==> src/rtl/proc_pkg.sv <==
// Shared definitions for the RV64 fetch path: opcode constants, the NOP word,
// the fetch state encoding and the registered opcode-class bundle.
package proc_pkg;

  localparam logic [6:0] OPC_LOAD   = 7'b0000011;
  localparam logic [6:0] OPC_STORE  = 7'b0100011;
  localparam logic [6:0] OPC_BRANCH = 7'b1100011;
  localparam logic [6:0] OPC_JALR   = 7'b1100111;
  localparam logic [6:0] OPC_JAL    = 7'b1101111;

  // addi x0, x0, 0
  localparam logic [31:0] INSTR_NOP = 32'h0000_0013;

  typedef enum logic [1:0] {
    S_FETCH = 2'd0,
    S_WAIT  = 2'd1,
    S_HOLD  = 2'd2
  } fetch_state_e;

  typedef struct packed {
    logic is_load;
    logic is_store;
    logic is_branch;
    logic is_jump;
    logic is_jal;
  } instr_class_t;

  localparam instr_class_t CLASS_NONE = '0;

  function automatic logic [63:0] word_align(input logic [63:0] addr);
    return addr & ~64'h3;
  endfunction

endpackage

==> src/rtl/instr_class_decode.sv <==
// Combinational opcode classifier: maps instr[6:0] onto one-hot class flags
// (all zero for opcodes outside the load/store/branch/jump groups).
module instr_class_decode (
  input  logic [6:0] opcode,
  output logic       is_load,
  output logic       is_store,
  output logic       is_branch,
  output logic       is_jump,
  output logic       is_jal
);

  import proc_pkg::*;

  always_comb begin
    is_load   = 1'b0;
    is_store  = 1'b0;
    is_branch = 1'b0;
    is_jump   = 1'b0;
    is_jal    = 1'b0;
    case (opcode)
      OPC_LOAD:   is_load   = 1'b1;
      OPC_STORE:  is_store  = 1'b1;
      OPC_BRANCH: is_branch = 1'b1;
      OPC_JALR:   is_jump   = 1'b1;
      OPC_JAL:    is_jal    = 1'b1;
      default:    ;
    endcase
  end

endmodule

==> src/rtl/instr_fetch_unit.sv <==
// Multicycle fetch stage: owns the PC, issues one memory request per
// instruction and holds the captured word plus its class flags for decode.
module instr_fetch_unit #(
  parameter logic [63:0] RESET_PC = 64'h0000_0000_0000_1000
) (
  input  logic        clk,
  input  logic        reset,
  output logic        imem_req,
  output logic [63:0] imem_addr,
  input  logic        imem_gnt,
  input  logic        imem_rvalid,
  input  logic [31:0] imem_rdata,
  input  logic        stall,
  input  logic        redirect,
  input  logic [63:0] redirect_pc,
  output logic [31:0] instr,
  output logic [63:0] pc,
  output logic        instr_valid,
  output logic        isLoad,
  output logic        isStore,
  output logic        isBranch,
  output logic        isJump,
  output logic        isJal,
  output logic        misalign_err
);

  import proc_pkg::*;

  fetch_state_e state_q, state_d;
  logic [63:0]  pc_q, pc_d;
  logic [31:0]  instr_q, instr_d;
  instr_class_t class_q, class_d;
  logic         instr_valid_q, instr_valid_d;
  logic         misalign_q, misalign_d;
  logic         kill_q, kill_d;

  logic [63:0]  target;
  instr_class_t dec_class;
  logic         dec_is_load;
  logic         dec_is_store;
  logic         dec_is_branch;
  logic         dec_is_jump;
  logic         dec_is_jal;

  instr_class_decode u_class_decode (
    .opcode    (imem_rdata[6:0]),
    .is_load   (dec_is_load),
    .is_store  (dec_is_store),
    .is_branch (dec_is_branch),
    .is_jump   (dec_is_jump),
    .is_jal    (dec_is_jal)
  );

  assign dec_class = '{is_load:   dec_is_load,
                       is_store:  dec_is_store,
                       is_branch: dec_is_branch,
                       is_jump:   dec_is_jump,
                       is_jal:    dec_is_jal};

  assign target = word_align(redirect_pc);

  // Request is gated by reset so nothing is presented during the reset cycle.
  assign imem_req  = (state_q == S_FETCH) && !reset;
  assign imem_addr = pc_q;

  always_comb begin
    state_d    = state_q;
    pc_d       = pc_q;
    instr_d    = instr_q;
    class_d    = class_q;
    kill_d     = kill_q;
    misalign_d = redirect && (redirect_pc[1:0] != 2'b00);

    case (state_q)
      S_FETCH: begin
        if (redirect) begin
          pc_d = target;
        end
        if (imem_gnt) begin
          state_d = S_WAIT;
          kill_d  = redirect;
        end
      end

      // A redirect arriving together with rvalid still squashes that word,
      // since the data belongs to the abandoned PC.
      S_WAIT: begin
        if (redirect) begin
          pc_d   = target;
          kill_d = 1'b1;
        end
        if (imem_rvalid) begin
          if (kill_q || redirect) begin
            kill_d  = 1'b0;
            state_d = S_FETCH;
          end else begin
            instr_d = imem_rdata;
            class_d = dec_class;
            state_d = S_HOLD;
          end
        end
      end

      S_HOLD: begin
        if (redirect) begin
          pc_d    = target;
          state_d = S_FETCH;
        end else if (!stall) begin
          pc_d    = pc_q + 64'd4;
          state_d = S_FETCH;
        end
      end

      default: begin
        state_d = S_FETCH;
      end
    endcase

    instr_valid_d = (state_d == S_HOLD);
  end

  always_ff @(posedge clk) begin
    if (reset) begin
      state_q       <= S_FETCH;
      pc_q          <= RESET_PC;
      instr_q       <= INSTR_NOP;
      class_q       <= CLASS_NONE;
      instr_valid_q <= 1'b0;
      misalign_q    <= 1'b0;
      kill_q        <= 1'b0;
    end else begin
      state_q       <= state_d;
      pc_q          <= pc_d;
      instr_q       <= instr_d;
      class_q       <= class_d;
      instr_valid_q <= instr_valid_d;
      misalign_q    <= misalign_d;
      kill_q        <= kill_d;
    end
  end

  assign instr        = instr_q;
  assign pc           = pc_q;
  assign instr_valid  = instr_valid_q;
  assign isLoad       = class_q.is_load;
  assign isStore      = class_q.is_store;
  assign isBranch     = class_q.is_branch;
  assign isJump       = class_q.is_jump;
  assign isJal        = class_q.is_jal;
  assign misalign_err = misalign_q;

endmodule

==> config.mk <==
export PLATFORM = sky130hd
export DESIGN_NAME = instr_fetch_unit
export DESIGN_NICKNAME = d
export VERILOG_FILES = /design/src/rtl/proc_pkg.sv /design/src/rtl/instr_class_decode.sv /design/src/rtl/instr_fetch_unit.sv
export SDC_FILE = /design/constraint.sdc
export NUM_CORES = 1
export LEC_CHECK = 0
export CELL_PAD_IN_SITES_DETAIL_PLACEMENT = 2
export CELL_PAD_IN_SITES_GLOBAL_PLACEMENT = 2
export CORE_MARGIN = 4
export CORE_UTILIZATION = 23
export DETAILED_ROUTE_END_ITERATION = 6
export HOLD_SLACK_MARGIN = 0.15
export PLACE_DENSITY = 0.83
export SYNTH_ARGS = -nofsm -noshare
export SYNTH_HDL_FRONTEND = slang
export SYNTH_SLANG_ARGS = --single-unit
==> constraint.sdc <==
create_clock -name clk -period 3.09 [get_ports clk]
set_input_delay 0.309 -clock clk [delete_from_list [all_inputs] [get_ports clk]]
set_output_delay 0.309 -clock clk [all_outputs]
set_load 0.02 [all_outputs]
After elaboration in Yosys (flattened, before gate mapping)

Index checks and enable logic that the tools add are counted.
W data, S select, Z words.

Bits of input ports: 102
Bits in registers: 106
Output and inout port bits: 168
Logic and storage cells: 56

Add/sub/neg operators: 1
Equality and inequality tests: 11
Mux-type cells: 20
Reductions and logical operators: 12
Bitwise logic cells: 1

Operator list:

| kind                    | number |
|---|---|
| $mux W64                | 3 |
| $pmux W64 S2            | 1 |
| $add A64 B3 Y64 const B | 1 |
| $eq A7 B7 Y1 const B    | 3 |
| $mux W2                 | 5 |
| $mux W1                 | 9 |
| $eq A7 B2 Y1 const B    | 1 |
| $eq A7 B6 Y1 const B    | 1 |
| $pmux W2 S3             | 1 |
| $reduce_and A3 Y1       | 2 |
| $reduce_bool A2 Y1      | 3 |
| $eq A2 B2 Y1 const B    | 2 |
| $ne A3 B3 Y1 const B    | 1 |
| $eq A2 B1 Y1 const B    | 1 |
| $logic_and A1 B1 Y1     | 2 |
| $logic_not A2 Y1        | 1 |
| $ne A2 B1 Y1 const B    | 1 |
| $ne A2 B2 Y1 const B    | 1 |
| $pmux W1 S2             | 1 |
| $reduce_and A2 Y1       | 1 |
| $reduce_or A2 Y1        | 1 |
| $logic_not A1 Y1        | 1 |
| $logic_or A1 B1 Y1      | 1 |
| $not A1 Y1              | 1 |

Logic depth before layout (Yosys ltp)

Word-level depth: 5
Gate-level depth with buffers: 9
Mapped depth without buffers: 7

Cells and area by module

From an unflattened synthesis, not the netlist that was laid out.

Cell total of the unflattened synthesis: 881
Area, all modules: 6506.2 sq um

By module, submodules not included:

| module             | cells each | times used | sequential area each (sq um) | area each (sq um) |
|---|---|---|---|---|
| instr_fetch_unit   | 871        | 1          | 2082.0                       | 6431.2 |
| instr_class_decode | 10         | 1          | 0.0                          | 75.1 |

Worst setup path before layout

OpenSTA, ideal clock, no wires.

Path type: reg-to-reg
Start point: register pc_q[2], in the netlist imem_addr[2]
End point: register pc_q[54], in the netlist imem_addr[54]
Required time: 3.016 ns
Stages on the path, launching flop included: 9
Data arrival time: 2.335 ns
Clock period less this slack: 2.410 ns
Slack: 0.680 ns
Path through: dfxtp_1 -> ha_1 -> nand3_1 -> or3_1 -> buf_6 -> nor4_4 -> nand4_2 -> or3_1 -> a31oi_1

Word-level cells in the longest chain between the ends: 4

Ends and longest elaborated chain:

| what                   | line                    | text |
|---|---|---|
| from (decl)            | instr_fetch_unit.sv:30  | `logic [63:0] pc_q, pc_d;` |
| from (signal assigned) | instr_fetch_unit.sv:133 | `pc_q <= pc_d;` |
| $add A64 B3 Y64        | instr_fetch_unit.sv:109 | `pc_d = pc_q + 64'd4;` |
| $mux W64               | instr_fetch_unit.sv:108 | `end else if (!stall) begin` |
| $mux W64               | instr_fetch_unit.sv:105 | `if (redirect) begin` |
| $pmux W64 S2           | instr_fetch_unit.sv:74  | `case (state_q)` |

No other way between the ends. The select of a mux whose other input is x is not followed.
A chain may end at the register's enable or synchronous reset.

Worst setup path after layout

Start point: register pc_q[31], in the netlist imem_addr[31]
End point: register pc_q[59], in the netlist imem_addr[59]

Same word-level chain as after synthesis.

==> flow_summary.json <==
{
  "gp_congestion": 0.839,
  "path_max_fanout": 10,
  "start_kind": "flop",
  "portBuffers": 265,
  "crit_type": "reg2reg",
  "final_cell_mix": "clkdlybuf4s50_1, nand2_1, dfxtp_1",
  "yosysSeqAreaShare_pct": 33.5,
  "ys_ff_latch": 104,
  "min_path_type": "in2reg",
  "die_area_um2": 29700,
  "p_leak_uw": 0.00315,
  "grt_remaining_overflow": 0,
  "core_um2": 26300,
  "p_per_area_nw_per_um2": 387,
  "clk_latency_ns": 0.36,
  "worst_pin_slew_ns": 0.878,
  "reg2reg_slack_ns": 0.38,
  "post-route-period-util_pct": 87.6,
  "hold_viol_final": 0,
  "drt_pass1_iterations": 4,
  "cts-root-buf": "clkbuf_16",
  "cap_violations": 0,
  "synth.top_cell.area_share_pct": 33.5,
  "synthCells": 839,
  "synth_largest_area_cell": "dfxtp_1",
  "grt.total_usage_pct": 19.0,
  "drive_gt1_share_pct": 6.50,
  "grt_pass1_wl_um": 44400,
  "syn_area_um2": 6210,
  "cts_sinks": 104,
  "h-tree-depth": 3,
  "clock.fmax_mhz": 369,
  "clk_pin_slew_ns": 0.09,
  "wl_um": 29100,
  "synth.area.top_cells": "dfxtp_1, nand2_1, buf_4",
  "die_h_um": 172,
  "dpl.hpwl_um": 22000,
  "place_ws_ns": 0.374,
  "finalCriticalPeriod_ns": 2.71,
  "pin_count": 270,
  "cts-hold-fix-buffers": 0,
  "slew_violations": 0,
  "grt_pass1_vias": 7433,
  "worstPathArrival_ns": 2.92,
  "cts_max_path_buffers": 2,
  "slew-limit-headroom_pct": 41.4,
  "dieWidth_um": 172,
  "grt_max_degree": 73,
  "start_util_pct": 23.6,
  "row_count": 59,
  "crit_path_end_kind": "flop",
  "synth.avg_cell_area_um2": 7.40,
  "layout.nets": 1129,
  "rsz0062_at_grt": "false",
  "areaGrowthSynthToFinish_pct": 47.0,
  "cts_resized": 0,
  "async_flop_share_pct": 0,
  "status": "completed",
  "clock_skew_ns": 0.0121,
  "viasPerCell": 5.23,
  "peakVddDrop_v": 0.000215,
  "drtIter0Drc": 401,
  "remaining_drc_errors": 0,
  "synth-main-ff-cell": "dfxtp_1",
  "tns_ns": 0,
  "routed-via-count": 7154,
  "yosys_warnings": 0,
  "finalSetupViolCount": 0,
  "cts_buffers": 9,
  "synth-edff-count": 0,
  "critPathRequiredTime_ns": 3.30,
  "post_cts_buffers": 0,
  "final_common_cell": "clkdlybuf4s50_1",
  "cts_tree": "yes",
  "ys_types": 69,
  "detail_route.wl_per_cell_um": 21.3,
  "antenna_found_initial": 2,
  "postRouteAntennaNets": 0,
  "fin_ws_ns": 0.382
}
[critical path, stage by stage, from the launching register on]
cell and delay [ns]:
dfxtp_1 0.57, nand4_1 0.31, or3_4 0.49, or2_2 0.33, nor4b_1 0.53, mux2i_1 0.25
o22ai_1 0.09
[worst paths after layout]
check / cells past startpoint / start / end
worst min-delay path: 3 / reset / imem_addr[6]
worst max-delay path: 6 / imem_addr[31] / imem_addr[59]
worst max register to register: 6 / imem_addr[31] / imem_addr[59]
worst min register to register: 2 / instr[5] / instr[5]
[flip-flops by register name (all words and copies together), names as in the netlist]
| signal | count |
|---|---|
| instr_valid | 1 |
| kill_q | 1 |
| misalign_err | 1 |
| isJal | 1 |
| isJump | 1 |
| isStore | 1 |
| isBranch | 1 |
| imem_addr | 62 |
| isLoad | 1 |
| instr | 32 |
| state_q | 2 |
[kinds of logic (layout without fill, tap and decap cells)]
family                   count (synthesis)  count (layout)  share of synthesized area, %
buffers and inverters                  127             316                          12.0
adder cells (fa/ha/maj)                  1               1                         0.201
AO/OA/AOI/OAI                          207             207                          21.0
other                                    1               5                        0.0604
flip-flops                             104             104                          33.5
AND/OR/NAND/NOR                        389             389                          31.5
multiplexers                            10              10                          1.69
[routing by layer]
layer / track usage (%) / up-vias / part of all wire [%]
met3: 3.89 / 28 / 6.2
met5: 0 / - / 0.045
met2: 33.0 / 226 / 50
met1: 24.3 / 3538 / 42
li1: - / 3360 / -
met4: 4.61 / 2 / 1.7
[final cells by class]
| type | count | area, um2 |
|---|---|---|
| multi-input cells | 611 | 3410 |
| fillers | 3056 | 17200 |
| diodes | 1 | 2.50 |
| inverters | 6 | 22.5 |
| repair buffers | 294 | 2890 |
| well taps | 335 | 419 |
| clock inverters | 7 | 71.3 |
| flip-flops and latches | 104 | 2080 |
| clock buffers | 9 | 225 |
[metrics by stage]
stage | total power [uW] | area (um2) | instances | utilization (%) | hold slack [ns]
floorplan | 1940 | 6220 | 842 | - | 0.429
global placement | 2360 | 8830 | 1350 | 33.6 | 0.441
detailed placement | 2380 | 8830 | 1350 | 33.6 | 0.451
CTS | 3590 | 9120 | 1366 | 34.7 | 0.427
global route | 3710 | 9130 | 1367 | 34.7 | 0.449
finish | 3530 | 9130 | 1367 | 34.7 | 0.433
[cell usage after synthesis, drive strengths merged, types with 5 or more instances]
cell and count:
nand2 142, dfxtp 104, a21oi 79, buf 74
nor2 70, clkbuf 47, nand3 47, o21ai 30
nor3 23, and3 22, nand4 22, a31oi 18
nor4 17, or3 13, a22oi 9, a211oi 8
and4 8, o22ai 8, o21a 7, a32o 6
inv 6, mux2i 6, or4 6, a221oi 5
o31ai 5
[power breakdown]
part	internal, uW	switching [uW]	leakage, uW	total (uW)
registers	1410	115	0.000853	1520
clock network	572	617	0.000145	1190
logic	407	412	0.00215	819
total	2390	1140	0.00315	3530
No activity file was read; power rests on OpenSTA's default activity.
